`config.mk`:
```
export PLATFORM = sky130hd
export DESIGN_NAME = text_banner_draw_flat
export DESIGN_NICKNAME = d
export VERILOG_FILES = /design/src/rtl/text_banner_draw_if.sv /design/src/rtl/text_banner_draw.sv /design/src/flat_wrapper.sv
export SDC_FILE = /design/constraint.sdc
export NUM_CORES = 1
export LEC_CHECK = 0
export CORE_MARGIN = 2
export CORE_UTILIZATION = 25
export CTS_CLUSTER_SIZE = 40
export DETAILED_ROUTE_END_ITERATION = 7
export GPL_TIMING_DRIVEN = 1
export PLACE_DENSITY = 0.5
export SLEW_MARGIN = 25
export SYNTH_ARGS = -nofsm -noshare
export SYNTH_HDL_FRONTEND = slang
export SYNTH_SLANG_ARGS = --single-unit
```
`constraint.sdc`:
```
create_clock -name clk -period 4.2 [get_ports clk]
set_clock_uncertainty 0.1 [all_clocks]
set_input_delay 0.42 -clock clk [delete_from_list [all_inputs] [get_ports clk]]
set_output_delay 0.42 -clock clk [all_outputs]
set_load 0.01 [all_outputs]
```
`src/rtl/text_banner_draw_if.sv`:
```
// Pixel/control bundle between the VGA counter side and text_banner_draw.
interface text_banner_draw_if;
  logic       frame_tick;
  logic [9:0] start_x, start_y;
  logic [9:0] x, y;
  logic       wr_en;
  logic [3:0] wr_idx;
  logic [4:0] wr_code;
  logic       scroll_en, blink_en;
  logic       display;

  modport master (output frame_tick, start_x, start_y, x, y, wr_en, wr_idx, wr_code,
                         scroll_en, blink_en,
                  input  display);
  modport slave  (input  frame_tick, start_x, start_y, x, y, wr_en, wr_idx, wr_code,
                         scroll_en, blink_en,
                  output display);
endinterface

```
`src/rtl/text_banner_draw.sv`:
```
// Scrolling, blinking 5x7 text banner; x/y sampled at edge N -> display after edge N+2.
// Define TEXT_BANNER_BORDER_EN to also draw the 1-pixel outline of the text window.
module text_banner_draw #(
  parameter int NUM_CHARS    = 4,
  parameter int SCALE_LOG2   = 2,
  parameter int SCROLL_STEP  = 1,
  parameter int BLINK_FRAMES = 30
) (
  input logic clk,
  input logic rst_n,
  text_banner_draw_if.slave bus
);
  localparam int          CELL_W  = 6 << SCALE_LOG2;
  localparam int          CELL_H  = 7 << SCALE_LOG2;
  localparam logic [15:0] TW16    = 16'(NUM_CHARS * CELL_W);
  localparam logic [15:0] CH16    = 16'(CELL_H);
  localparam logic [15:0] STEP16  = 16'(SCROLL_STEP);
  localparam logic [15:0] BLAST   = 16'(BLINK_FRAMES - 1);
  localparam logic [4:0]  NC5     = 5'(NUM_CHARS);

  typedef struct packed {
    logic        in_win;
    logic        border;
    logic [15:0] rel_x;
    logic [15:0] rel_y;
  } s1_t;

  typedef struct packed {
    logic       in_win;
    logic       border;
    logic [4:0] code;
    logic [2:0] row;
    logic [2:0] col;
  } s2_t;

  // Row-major, MSB = top-left pixel.
  function automatic logic [34:0] font(input logic [4:0] c);
    case (c)
      5'd1:  font = 35'b01110_10001_10001_11111_10001_10001_10001;
      5'd2:  font = 35'b11110_10001_10001_11110_10001_10001_11110;
      5'd3:  font = 35'b01110_10001_10000_10000_10000_10001_01110;
      5'd4:  font = 35'b11100_10010_10001_10001_10001_10010_11100;
      5'd5:  font = 35'b11111_10000_10000_11110_10000_10000_11111;
      5'd6:  font = 35'b11111_10000_10000_11110_10000_10000_10000;
      5'd7:  font = 35'b01110_10001_10000_10111_10001_10001_01111;
      5'd8:  font = 35'b10001_10001_10001_11111_10001_10001_10001;
      5'd9:  font = 35'b01110_00100_00100_00100_00100_00100_01110;
      5'd10: font = 35'b00111_00010_00010_00010_00010_10010_01100;
      5'd11: font = 35'b10001_10010_10100_11000_10100_10010_10001;
      5'd12: font = 35'b10000_10000_10000_10000_10000_10000_11111;
      5'd13: font = 35'b10001_11011_10101_10101_10001_10001_10001;
      5'd14: font = 35'b10001_10001_11001_10101_10011_10001_10001;
      5'd15: font = 35'b01110_10001_10001_10001_10001_10001_01110;
      5'd16: font = 35'b11110_10001_10001_11110_10000_10000_10000;
      5'd17: font = 35'b01110_10001_10001_10001_10101_10010_01101;
      5'd18: font = 35'b11110_10001_10001_11110_10100_10010_10001;
      5'd19: font = 35'b01111_10000_10000_01110_00001_00001_11110;
      5'd20: font = 35'b11111_00100_00100_00100_00100_00100_00100;
      5'd21: font = 35'b10001_10001_10001_10001_10001_10001_01110;
      5'd22: font = 35'b10001_10001_10001_10001_10001_01010_00100;
      5'd23: font = 35'b10001_10001_10001_10101_10101_10101_01010;
      5'd24: font = 35'b10001_10001_01010_00100_01010_10001_10001;
      5'd25: font = 35'b10001_10001_01010_00100_00100_00100_00100;
      5'd26: font = 35'b11111_00001_00010_00100_01000_10000_11111;
      default: font = '0;
    endcase
  endfunction

  logic [15:0][4:0] slot;
  logic [15:0]      scroll_off, bcnt;
  logic             visible;
  logic [1:0]       vld_pipe;
  s1_t              s1;
  s2_t              s2;

  // Stage 1: window test by explicit compares (16-bit, so no 10-bit wrap).
  logic [15:0] x16, y16, sx16, sy16, dx, dy, sum, scroll_nxt;
  logic        in_win, edge_hit;
  assign x16    = {6'd0, bus.x};
  assign y16    = {6'd0, bus.y};
  assign sx16   = {6'd0, bus.start_x};
  assign sy16   = {6'd0, bus.start_y};
  assign dx     = x16 - sx16;
  assign dy     = y16 - sy16;
  assign sum    = dx + scroll_off;
  assign in_win = (x16 >= sx16) && (x16 < sx16 + TW16) && (y16 >= sy16) && (y16 < sy16 + CH16);

`ifdef TEXT_BANNER_BORDER_EN
  assign edge_hit = (dx == 16'd0) || (dx == TW16 - 16'd1) || (dy == 16'd0) || (dy == CH16 - 16'd1);
`else
  assign edge_hit = 1'b0;
`endif

  // Stage 2: character index via compare chain against cell boundaries.
  logic [3:0]  idx;
  logic [15:0] base, off;
  always_comb begin
    idx  = '0;
    base = '0;
    for (int i = 1; i < NUM_CHARS; i++)
      if (s1.rel_x >= 16'(i * CELL_W)) begin
        idx  = 4'(i);
        base = 16'(i * CELL_W);
      end
  end
  assign off = s1.rel_x - base;

  // Stage 3: font lookup; column 5 is the inter-character gap.
  logic [34:0] glyph_sh;
  logic [4:0]  row_bits;
  logic        glyph_hit;
  assign glyph_sh  = font(s2.code) << (int'(s2.row) * 5);
  assign row_bits  = glyph_sh[34:30];
  assign glyph_hit = (s2.col < 3'd5) && (s2.row < 3'd7) && row_bits[3'd4 - s2.col];

  assign scroll_nxt = scroll_off + STEP16;

  always_ff @(posedge clk or negedge rst_n) begin
    if (!rst_n) begin
      slot        <= '0;
      scroll_off  <= '0;
      bcnt        <= '0;
      visible     <= 1'b1;
      vld_pipe    <= '0;
      s1          <= '0;
      s2          <= '0;
      bus.display <= 1'b0;
    end else begin
      if (bus.wr_en && ({1'b0, bus.wr_idx} < NC5))
        slot[bus.wr_idx] <= bus.wr_code;

      if (bus.frame_tick && bus.scroll_en)
        scroll_off <= (scroll_nxt >= TW16) ? scroll_nxt - TW16 : scroll_nxt;

      if (!bus.blink_en) begin
        bcnt    <= '0;
        visible <= 1'b1;
      end else if (bus.frame_tick) begin
        if (bcnt >= BLAST) begin
          bcnt    <= '0;
          visible <= ~visible;
        end else begin
          bcnt <= bcnt + 16'd1;
        end
      end

      vld_pipe  <= {vld_pipe[0], 1'b1};
      s1.in_win <= in_win;
      s1.border <= in_win & edge_hit;
      s1.rel_x  <= (sum >= TW16) ? sum - TW16 : sum;
      s1.rel_y  <= dy;

      s2.in_win <= s1.in_win;
      s2.border <= s1.border;
      s2.code   <= slot[idx];
      s2.col    <= 3'(off >> SCALE_LOG2);
      s2.row    <= 3'(s1.rel_y >> SCALE_LOG2);

      bus.display <= vld_pipe[1] & s2.in_win & ((visible & glyph_hit) | s2.border);
    end
  end
endmodule
```
`src/flat_wrapper.sv`:
```
// flat-port wrapper written by rule: the top's interface ports become plain ports
module text_banner_draw_flat 
#(
  parameter int NUM_CHARS    = 4,
  parameter int SCALE_LOG2   = 2,
  parameter int SCROLL_STEP  = 1,
  parameter int BLINK_FRAMES = 30
)
  (clk, rst_n, bus_frame_tick, bus_start_x, bus_start_y, bus_x, bus_y, bus_wr_en, bus_wr_idx, bus_wr_code, bus_scroll_en, bus_blink_en, bus_display);
  text_banner_draw_if bus_i ();
  input logic clk;
  input logic rst_n;
  input wire logic [$bits(bus_i.frame_tick)-1:0] bus_frame_tick;
  input wire logic [$bits(bus_i.start_x)-1:0] bus_start_x;
  input wire logic [$bits(bus_i.start_y)-1:0] bus_start_y;
  input wire logic [$bits(bus_i.x)-1:0] bus_x;
  input wire logic [$bits(bus_i.y)-1:0] bus_y;
  input wire logic [$bits(bus_i.wr_en)-1:0] bus_wr_en;
  input wire logic [$bits(bus_i.wr_idx)-1:0] bus_wr_idx;
  input wire logic [$bits(bus_i.wr_code)-1:0] bus_wr_code;
  input wire logic [$bits(bus_i.scroll_en)-1:0] bus_scroll_en;
  input wire logic [$bits(bus_i.blink_en)-1:0] bus_blink_en;
  output wire logic [$bits(bus_i.display)-1:0] bus_display;
  assign bus_i.frame_tick = bus_frame_tick;
  assign bus_i.start_x = bus_start_x;
  assign bus_i.start_y = bus_start_y;
  assign bus_i.x = bus_x;
  assign bus_i.y = bus_y;
  assign bus_i.wr_en = bus_wr_en;
  assign bus_i.wr_idx = bus_wr_idx;
  assign bus_i.wr_code = bus_wr_code;
  assign bus_i.scroll_en = bus_scroll_en;
  assign bus_i.blink_en = bus_blink_en;
  assign bus_display = bus_i.display;
  text_banner_draw #(.NUM_CHARS(NUM_CHARS), .SCALE_LOG2(SCALE_LOG2), .SCROLL_STEP(SCROLL_STEP), .BLINK_FRAMES(BLINK_FRAMES)) u_core (.clk(clk), .rst_n(rst_n), .bus(bus_i));
endmodule
```
# == Word-level counts from Yosys, hierarchy flattened ==
# Memory sizes are Yosys's and may differ from the RTL's.
# Index checks and enable logic that the tools add are counted.
# op_classes
add_sub_neg,11
mul,1
div_mod_pow,0
order_cmp,17
n_eq_ne,2
n_shift,1
muxes,21
bitwise_logic,4
n_reduce_logical,9
# op_table
op,n
$bwmux 80,1
$mux 16,5
$ge 16x7->1 const B,3
$shl 35x32->35,1
$add 16x1->16 const B,2
$ge 16x5->1 const B,2
$sub 16x7->16 const B,2
$mux 5,5
$bmux 5 s4,1
$demux 5 s4,1
$ge 10x10->1,2
$add 16x16->16,1
$ge 16x6->1 const B,1
$lt 10x16->1,1
$add 10x5->11 const B,1
$add 10x7->11 const B,1
$lt 10x11->1,1
$sub 10x10->11,1
$lt 4x5->1 const B,2
$sub 5x5->5,2
$logic_and 1x1->1,8
$mux 4,2
$lt 3x3->1 const B,2
$mul 3x3->6 const B,1
11 further kinds,17
# word_totals
regBits,150
latchBits,0
ramBits,0
romBits,1120
inputBits,55
out_inout_bits,1
word_cells,95
n_memories,1
# mem_list
name,words,word_bits,rd,rd_clocked_by_memory_dff,wr,line,text
(name not given),32,35,1,0,0,text_banner_draw.sv:38,case (c)

# == Logic depth before layout (Yosys ltp) ==
# depth
ltp_word,7
ltp_mapped,20
ltp_nobuf,20

# == Worst setup path before layout ==
# Ideal clock, no wire load.
# synth_timing
kind,input port to flip-flop
start,input port bus_x[0]
end,register u_core.s1[30] (netlist bit)
setup_time_ns,0.085
arrival_time_ns,4.151
required_ns,4.015
path_slack_ns,-0.136
stages,16
path_buffers,0
path_cell_list,inv_1 -> ha_1 -> fa_1 -> nand2b_1 -> a21oi_1 -> a21o_1 -> a21oi_1 -> xnor2_1 -> ha_1 -> or4_4 -> o22ai_2 -> xnor2_1 -> a2111o_1 -> or4_4 -> or4b_1 -> o21ai_0
# synth_via
elab_chain_cells,4
word_cells_on_any_way,5
classes_between,add/sub: 3; order compare: 1; mux: 1
# synth_rtl
item,line,text
"start, declared",flat_wrapper.sv:16,input wire logic [$bits(bus_i.x)-1:0] bus_x;
$sub 10x10->11 *,text_banner_draw.sv:83,assign dx = x16 - sx16;
$add 16x16->16 *,text_banner_draw.sv:85,assign sum = dx + scroll_off;
$sub 16x7->16 or $ge 16x7->1 (tied branches),text_banner_draw.sv:150,s1.rel_x <= (sum >= TW16) ? sum - TW16 : sum;
$mux 16 *,text_banner_draw.sv:150,
"end, declared",text_banner_draw.sv:73,s1_t s1;
# Mark *: on every way between the ends. The rest lies on a longest branch, timed or not.
# A chain may end at the register's enable or synchronous reset.

# == Final worst setup path ==
# layout_timing
start,input port bus_start_x[4]
end,register u_core.s1[30] (netlist bit)
# layout_via
elab_chain_cells,4
word_cells_on_any_way,5
classes_between,add/sub: 3; order compare: 1; mux: 1
# layout_rtl
item,line,text
"start, declared",flat_wrapper.sv:14,input wire logic [$bits(bus_i.start_x)-1:0] bus_start_x;
$sub 10x10->11 *,text_banner_draw.sv:83,
$add 16x16->16 *,text_banner_draw.sv:85,
$sub 16x7->16 or $ge 16x7->1 (tied branches),text_banner_draw.sv:150,
$mux 16 *,text_banner_draw.sv:150,
# Marked as above.

==> metrics.txt <==
Final Max Tran Viols 0; top cell type's share of synthesized area roughly a quarter; measured slew at the worst slew-check pin 0.819 ns; YS warnings 0; largest net degree at the start of global routing 66; final hold slack 0.0577 ns; remaining antenna violation count after routing 0; CP Capture Type flop; Final #Nets 1267; Synth cell types 89; Cell Count, Final, Fillers Out 1589; max-capacitance violation count 0; simple-gate share of the synthesized area between 20 and 25%; worst r2r src u_core.scroll_off[0]$_DFFE_PN0P_; clk_lat worst skew 0.34 ns; hold_buf cts 0; # DRC 0; CTS tree built; most instantiated cells after synthesis nor2_1 (91), dfrtp_1 (85), nand2_1 (79); Fin. Hold Viols 0; TritonCTS buffer count 9; R2R Setup Slk 0.56 ns; mux contribution to synthesized area 8.92%; Worst Slack Setup Final around 0.12 ns; GRT overflow 0; crit path time final 4.08 ns; total global-route track usage 13.7%; IO Port Bufs 55; CP startpoint kind primary input; DR iter-0 viols approximately 430; Post-Syn Nets 1133; ANT cells 0; CTS Sinks 86; kind of critical path in -> reg; compound-gate portion of the synthesized area 21.4%; CTS Buffer Depth 2; DRT Pass-1 Iters 5; Peak VDD IR 0.000379 V; Syn Inst Count slightly above 1000; cell taking the most area after synthesis dfrtp_1; layout cell share with drive strength beyond 1 21.9%; EDFF count, synth 0; critical path launch point bus_start_x[4]; area delta synth->final 28.9%; H-tree depth 3; post-DP HPWL 17800 um; Top FF cell, synth dfrtp_1; CP max FO 4; FFs w/ async S/R, synth between 90% and 100%; Placement Setup Slack -0.832 ns; Die ar. 34700 sq um; clock root cell clkbuf_16; number of global-route vias before repair 7597; FMAX around 0.24 GHz; Die H 186 um; routability congestion estimate between 0.8 and 0.9; endpoints failing setup 0; Initial Utilization 25.5%; wire per inst 14.6 um; Inst Count DP 1558; final design utilization 32.8%; core area 32600 sq um; # IOs 56; final period utilization 97.3%; pwr/cell area between 600 and 700 nW/um^2; via count 7916; Fill cells about 3400; Via-to-Cell Ratio about 5.0; Slew HR between 40% and 50%; status completed; r2r worst-path depth 11; CP required 4.37 ns; number of antenna violations at the first check in global routing 0; HP Class in -> async; Mapped Avg Cell Area 8.24 sq um; Reg clk slew, reported paths 0.07 ns; dominant cells by area after synthesis dfrtp_1 (26%), ha_1 (10%), mux2_2 (4.2%), nor2_1 (4.1%), a21oi_1 (4.1%); register area share after synthesis 25.9%; first-pass GRT wire length between 30000 and 40000 um; total power 6.61 mW; cell area after layout 10700 sq um; most common cell in the synthesized netlist nor2_1; Cell Area, Placed 10000 sq um; Leakage between 4 and 5 nW; drt total wl 23100 um; row cnt 66; synthesized area 8310 sq um; Critical R2R Capture u_core.s1[30]$_DFF_PN0_; Critical Path AT 4.25 ns; Setup crit end u_core.s1[30]$_DFF_PN0_; Seq cells post-synth 86; XOR/XNOR Fraction of Synth Area 6.48%; setup_tns 0 ns; DIE WIDTH 186 um; main combinational cell family by area after synthesis simple AND/OR/NAND/NOR gates; post-synthesis adder-cell area fraction between 10% and 20%
-- metal layers --
layer | wire, um | part of all wire, % | global-route usage, % | vias to the layer above
li1 | - | - | - | 3948
met1 | 10500 | 46 | 17.9 | 3774
met2 | 11300 | 49 | 23.6 | 158
met3 | 702 | 3.0 | 1.87 | 36
met4 | 568 | 2.5 | 4.38 | 0
met5 | 0 | 0 | 0 | -
-- how the worst min path moves through the flow --
| stage | end | depth (start not counted) |
|---|---|---|
| 4_1_cts | u_core.slot[12]$_DFFE_PN0P_ | 1 |
| 3_5_place_dp | u_core.vld_pipe[1]$_DFF_PN0_ | 0 |
| 5_1_grt | u_core.slot[14]$_DFFE_PN0P_ | 1 |
| 3_3_place_gp | u_core.vld_pipe[1]$_DFF_PN0_ | 0 |
| 2_1_floorplan | u_core.bcnt[0]$_DFFE_PN0P_ | 0 |
| 6_report | u_core.slot[14]$_DFFE_PN0P_ | 1 |
-- cells in the final DEF (no fill, tap or decap), types with 9 or more instances in the layout --
master and n:
buf_4 115, nor2_1 88, dfrtp_1 85, nand2_1 77, a21oi_1 57, ha_1 54
o21ai_0 50, inv_1 45, clkdlybuf4s50_1 43, xnor2_1 33, mux2_2 31, mux2i_1 29
nand3_1 27, nor3_1 24, xor2_1 22, nor2b_1 22, nand2b_1 22, a31oi_1 16
a21o_1 12, a21oi_2 11, nand4_1 11, nor4_1 10, o21ai_1 10, and2_1 10
ha_4 10, clkbuf_16 9
-- final cells by class --
class	instances	area (sq um)	area share, %
clock inverter	6	52.6	0.491
sequential	86	2150	20.1
multi-input combinational	819	6080	56.8
timing repair buffer	173	1440	13.4
inverter	53	199	1.86
clock buffer	10	229	2.14
tap	442	553	5.17
-- kinds of logic (layout without fill, tap and decap cells) --
group / count (synthesis) / in the layout
compound gates: 271 / 271
xor+xnor: 59 / 59
fa+ha+maj: 70 / 70
buf+inv: 103 / 242
flops: 86 / 86
mux: 65 / 65
other cells: 1 / 1
simple gates: 353 / 353
-- worst max-delay path, stage by stage --
cell,delay (ns)
clkdlybuf4s50_1,0.47
inv_2,0.05
ha_4,0.28
o21ai_2,0.06
a21o_1,0.20
a21oi_2,0.17
nor2b_1,0.07
ha_2,0.18
or4_4,0.54
o22ai_4,0.17
xnor2_2,0.08
a2111o_1,0.42
or4_4,0.55
or4b_4,0.53
o21ai_2,0.07
-- repair_timing --
item                       CTS  global route
gates resized for setup     54            34
setup endpoints to repair   11            11
pin swaps                   36            35
setup buffers                8             9
-- sequential cells by signal, summed over array words and instances (netlist names) --
signal / flops
u_core.bcnt: 16
u_core.bus.display: 1
u_core.s1: 18
u_core.s2: 12
u_core.scroll_off: 16
u_core.slot: 20
u_core.visible: 1
u_core.vld_pipe: 2
-- report_power, final --
| part | leakage (nW) | switching, mW | total (mW) | internal, mW |
|---|---|---|---|---|
| clock | 0.132 | 0.344 | 0.754 | 0.410 |
| sequential | 1.06 | 0.314 | 1.40 | 1.08 |
| combinational | 3.32 | 2.28 | 4.46 | 2.18 |
(Power assumes the default switching activity.)
==> edit, RTL diff (same flow settings) <==
`NUM_CHARS` is set to 4 in 2 places; all go to 2.
--- a/src/rtl/text_banner_draw.sv
+++ b/src/rtl/text_banner_draw.sv
@@ -1,7 +1,7 @@
 // Scrolling, blinking 5x7 text banner; x/y sampled at edge N -> display after edge N+2.
 // Define TEXT_BANNER_BORDER_EN to also draw the 1-pixel outline of the text window.
 module text_banner_draw #(
-  parameter int NUM_CHARS    = 4,
+  parameter int NUM_CHARS    = 2,
   parameter int SCALE_LOG2   = 2,
   parameter int SCROLL_STEP  = 1,
   parameter int BLINK_FRAMES = 30
--- a/src/flat_wrapper.sv
+++ b/src/flat_wrapper.sv
@@ -1,7 +1,7 @@
 // flat-port wrapper written by rule: the top's interface ports become plain ports
 module text_banner_draw_flat 
 #(
-  parameter int NUM_CHARS    = 4,
+  parameter int NUM_CHARS    = 2,
   parameter int SCALE_LOG2   = 2,
   parameter int SCROLL_STEP  = 1,
   parameter int BLINK_FRAMES = 30
Formal check against the unedited RTL: not equivalent (Yosys sat finds a counterexample within 4 cycles, from zero or initial values and one cycle with rst_n low).
==> edit against the original RTL <==
Count of clock-buffer cells in the layout unchanged. Total power increased by 2.2%. Sequential cell count decreased by 10. Die area decreased by 0.82%. Critical endpoint is now u_core.s1[21]. Area after synthesis decreased by 0.84%. Largest power group unchanged. Maximum frequency decreased by 1.6%. Final area increased by 0.65%. Synthesized cell count decreased by 0.79%. Wire length increased by 2.3%. Worst setup slack got worse by 0.066 ns.
==> edit: results (changes against the original RTL) <==
| Metric | This run | Unit | Change |
|---|---|---|---|
| Result of the run | completed | - | unchanged |
| Via count normalized by instance count | 5.08 | - | was 4.98 |
| Weighted congestion at the end of routability-driven global placement | 0.886 | - | was 0.872 |
| Top cell types by occurrence after synthesis | nor2_1, nand2_1, dfrtp_1, ha_1, o21ai_0 | - | was nor2_1, dfrtp_1, nand2_1, a21oi_1, ha_1 |
| Post-synthesis cell type count | 93 | - | was 89 |
| Post-detailed-placement cell area | 9910 | um^2 | was 10000 um^2 |
| Post-Synthesis Net Count | 1128 | - | was 1133 |
| Layout filler cell count | 3380 | - | was 3445 |
| Slew Limit Headroom | 0.459 | - | was 0.450 |
| First-pass GRT wire length | 39300 | um | was 38700 um |
| Detailed-routed wire length on met2 | 11300 | um | about the same |
| Registers with the highest flip-flop counts | u_core.s1: 18 flops, u_core.bcnt: 16 flops, u_core.scroll_off: 16 flops | - | was u_core.slot: 20 flops, u_core.s1: 18 flops |
| Overall global routing resource usage | 0.139 | - | was 0.137 |
| Sequential cell area fraction in the yosys report | 0.231 | - | was 0.259 |
| Count of nets after finishing | 1270 | - | was 1267 |
| Routed length per placed instance | 14.9 | um | was 14.6 um |
| Largest net degree at the start of global routing | 41 | - | was 66 |
| Worst VDD drop | 0.370 | mV | was 0.379 mV |
| Violation count after the first detailed-routing iteration | 465 | - | was 425 |
| Antenna violations before repair | 0 | - | unchanged |
| Share of final-layout standard cells stronger than drive strength 1 | 0.233 | - | was 0.219 |
| FF-to-FF setup slack | 0.65 | ns | was 0.56 ns |
| Diode count | 0 | - | unchanged |
| Detailed-route wire length on metal 1 | 10800 | um | was 10500 um |
| Min-delay worst type | reg2reg | - | was in2async |
| Number of global-route vias before repair | 7859 | - | was 7597 |
| LEAKAGE | 4.58 | nW | was 4.52 nW |
| Biggest fanout along the worst timing path | 5 | - | was 4 |
| Post-detailed-placement half-perimeter wirelength | 18000 | um | was 17800 um |
| DR WL met3 | 832 | um | was 702 um |
| Dominant cells by area after synthesis | dfrtp_1, ha_1, xnor2_1, nor2_1, o21ai_0 | - | was dfrtp_1, ha_1, mux2_2, nor2_1, a21oi_1 |
==> edit: cell count changes after synthesis, sizes merged, moves of 8 or more <==
cell,change
and3,+9
a211oi,+14
buf,+13
a21oi,-16
mux2,-8
and2,+8
dfrtp,-10
nor2,-10
mux2i,-9
o21ai,-8
==> edit: final timing paths <==
kind	start	end	cells after the start
setup / recovery	bus_start_x[1]	u_core.s1[21]	22
hold / removal	u_core.s1[18]	u_core.s2[0]	0
setup reg to reg	u_core.scroll_off[0]	u_core.s1[21]	11
hold reg to reg	u_core.s1[18]	u_core.s2[0]	0
max in group asynchronous	rst_n	u_core.visible	3
min in group asynchronous	rst_n	u_core.scroll_off[1]	2
==> edit: report_power, final <==
part / internal (mW) / total [mW] / switching, mW
registers: 0.957 / 1.26 / 0.305
clock network: 0.405 / 0.723 / 0.318
logic: 2.34 / 4.77 / 2.43
==> edit: what timing repair did <==
item	4_1_cts	5_1_grt
cloned	0	0
pin swaps	32	28
setup endpoints to repair	12	12
hold endpoints to repair	39	0
hold buffers	1	0
setup buffers	22	5
resized for setup	60	50
==> edit: layout make-up <==
cell class	instances	share of cell area
Inverter	50	0.0176
Tap cell	442	0.0513
Timing Repair Buffer	190	0.149
Multi-Input combinational cell	815	0.579
Sequential cell	76	0.177
Clock inverter	6	0.00453
Clock buffer	10	0.0212
==> edit: cell families after synthesis <==
family	Yosys count	synth area share
flip-flops	76	0.231
AO/OA/AOI/OAI	270	0.229
other	1	0.000455
multiplexers	52	0.0790
AND/OR/NAND/NOR	360	0.228
buffers and inverters	109	0.0542
adder cells (fa/ha/maj)	73	0.113
XOR/XNOR	59	0.0653
==> edit: stage by stage <==
step | instances | setup TNS, ns | util | setup slack, ns
2_1_floorplan | 1000 | 0 | - | 0.000320
4_1_cts | 1584 | 0 | 0.326 | 0.00583
3_5_place_dp | 1545 | -7.80 | 0.305 | -0.768
6_report | 1589 | 0 | 0.332 | 0.0498
3_3_place_gp | 1545 | -7.11 | 0.305 | -0.711
5_1_grt | 1589 | -0.0618 | 0.332 | -0.0521
==> edit: layer usage <==
metal,track usage,up-vias
met3,0.0160,50
met4,0.0486,0
met5,0,-
li1,-,3985
met1,0.186,3840
met2,0.231,190
==> edit: critical path, stage by stage <==
cell and delay (ns):
buf_8 0.08, inv_4 0.03, ha_4 0.25, nor2b_4 0.15, o21ai_4 0.07, a21boi_4 0.17
o21ai_2 0.09, a21boi_2 0.17, o21ai_2 0.10, a21oi_2 0.18, nor4_1 0.06, a311o_1 0.37
buf_4 0.16, ha_4 0.29, nand2_4 0.06, and3_4 0.14, a221o_1 0.27, nor3_2 0.21
xnor3_1 0.28, and4bb_2 0.30, buf_6 0.13, mux2_4 0.28
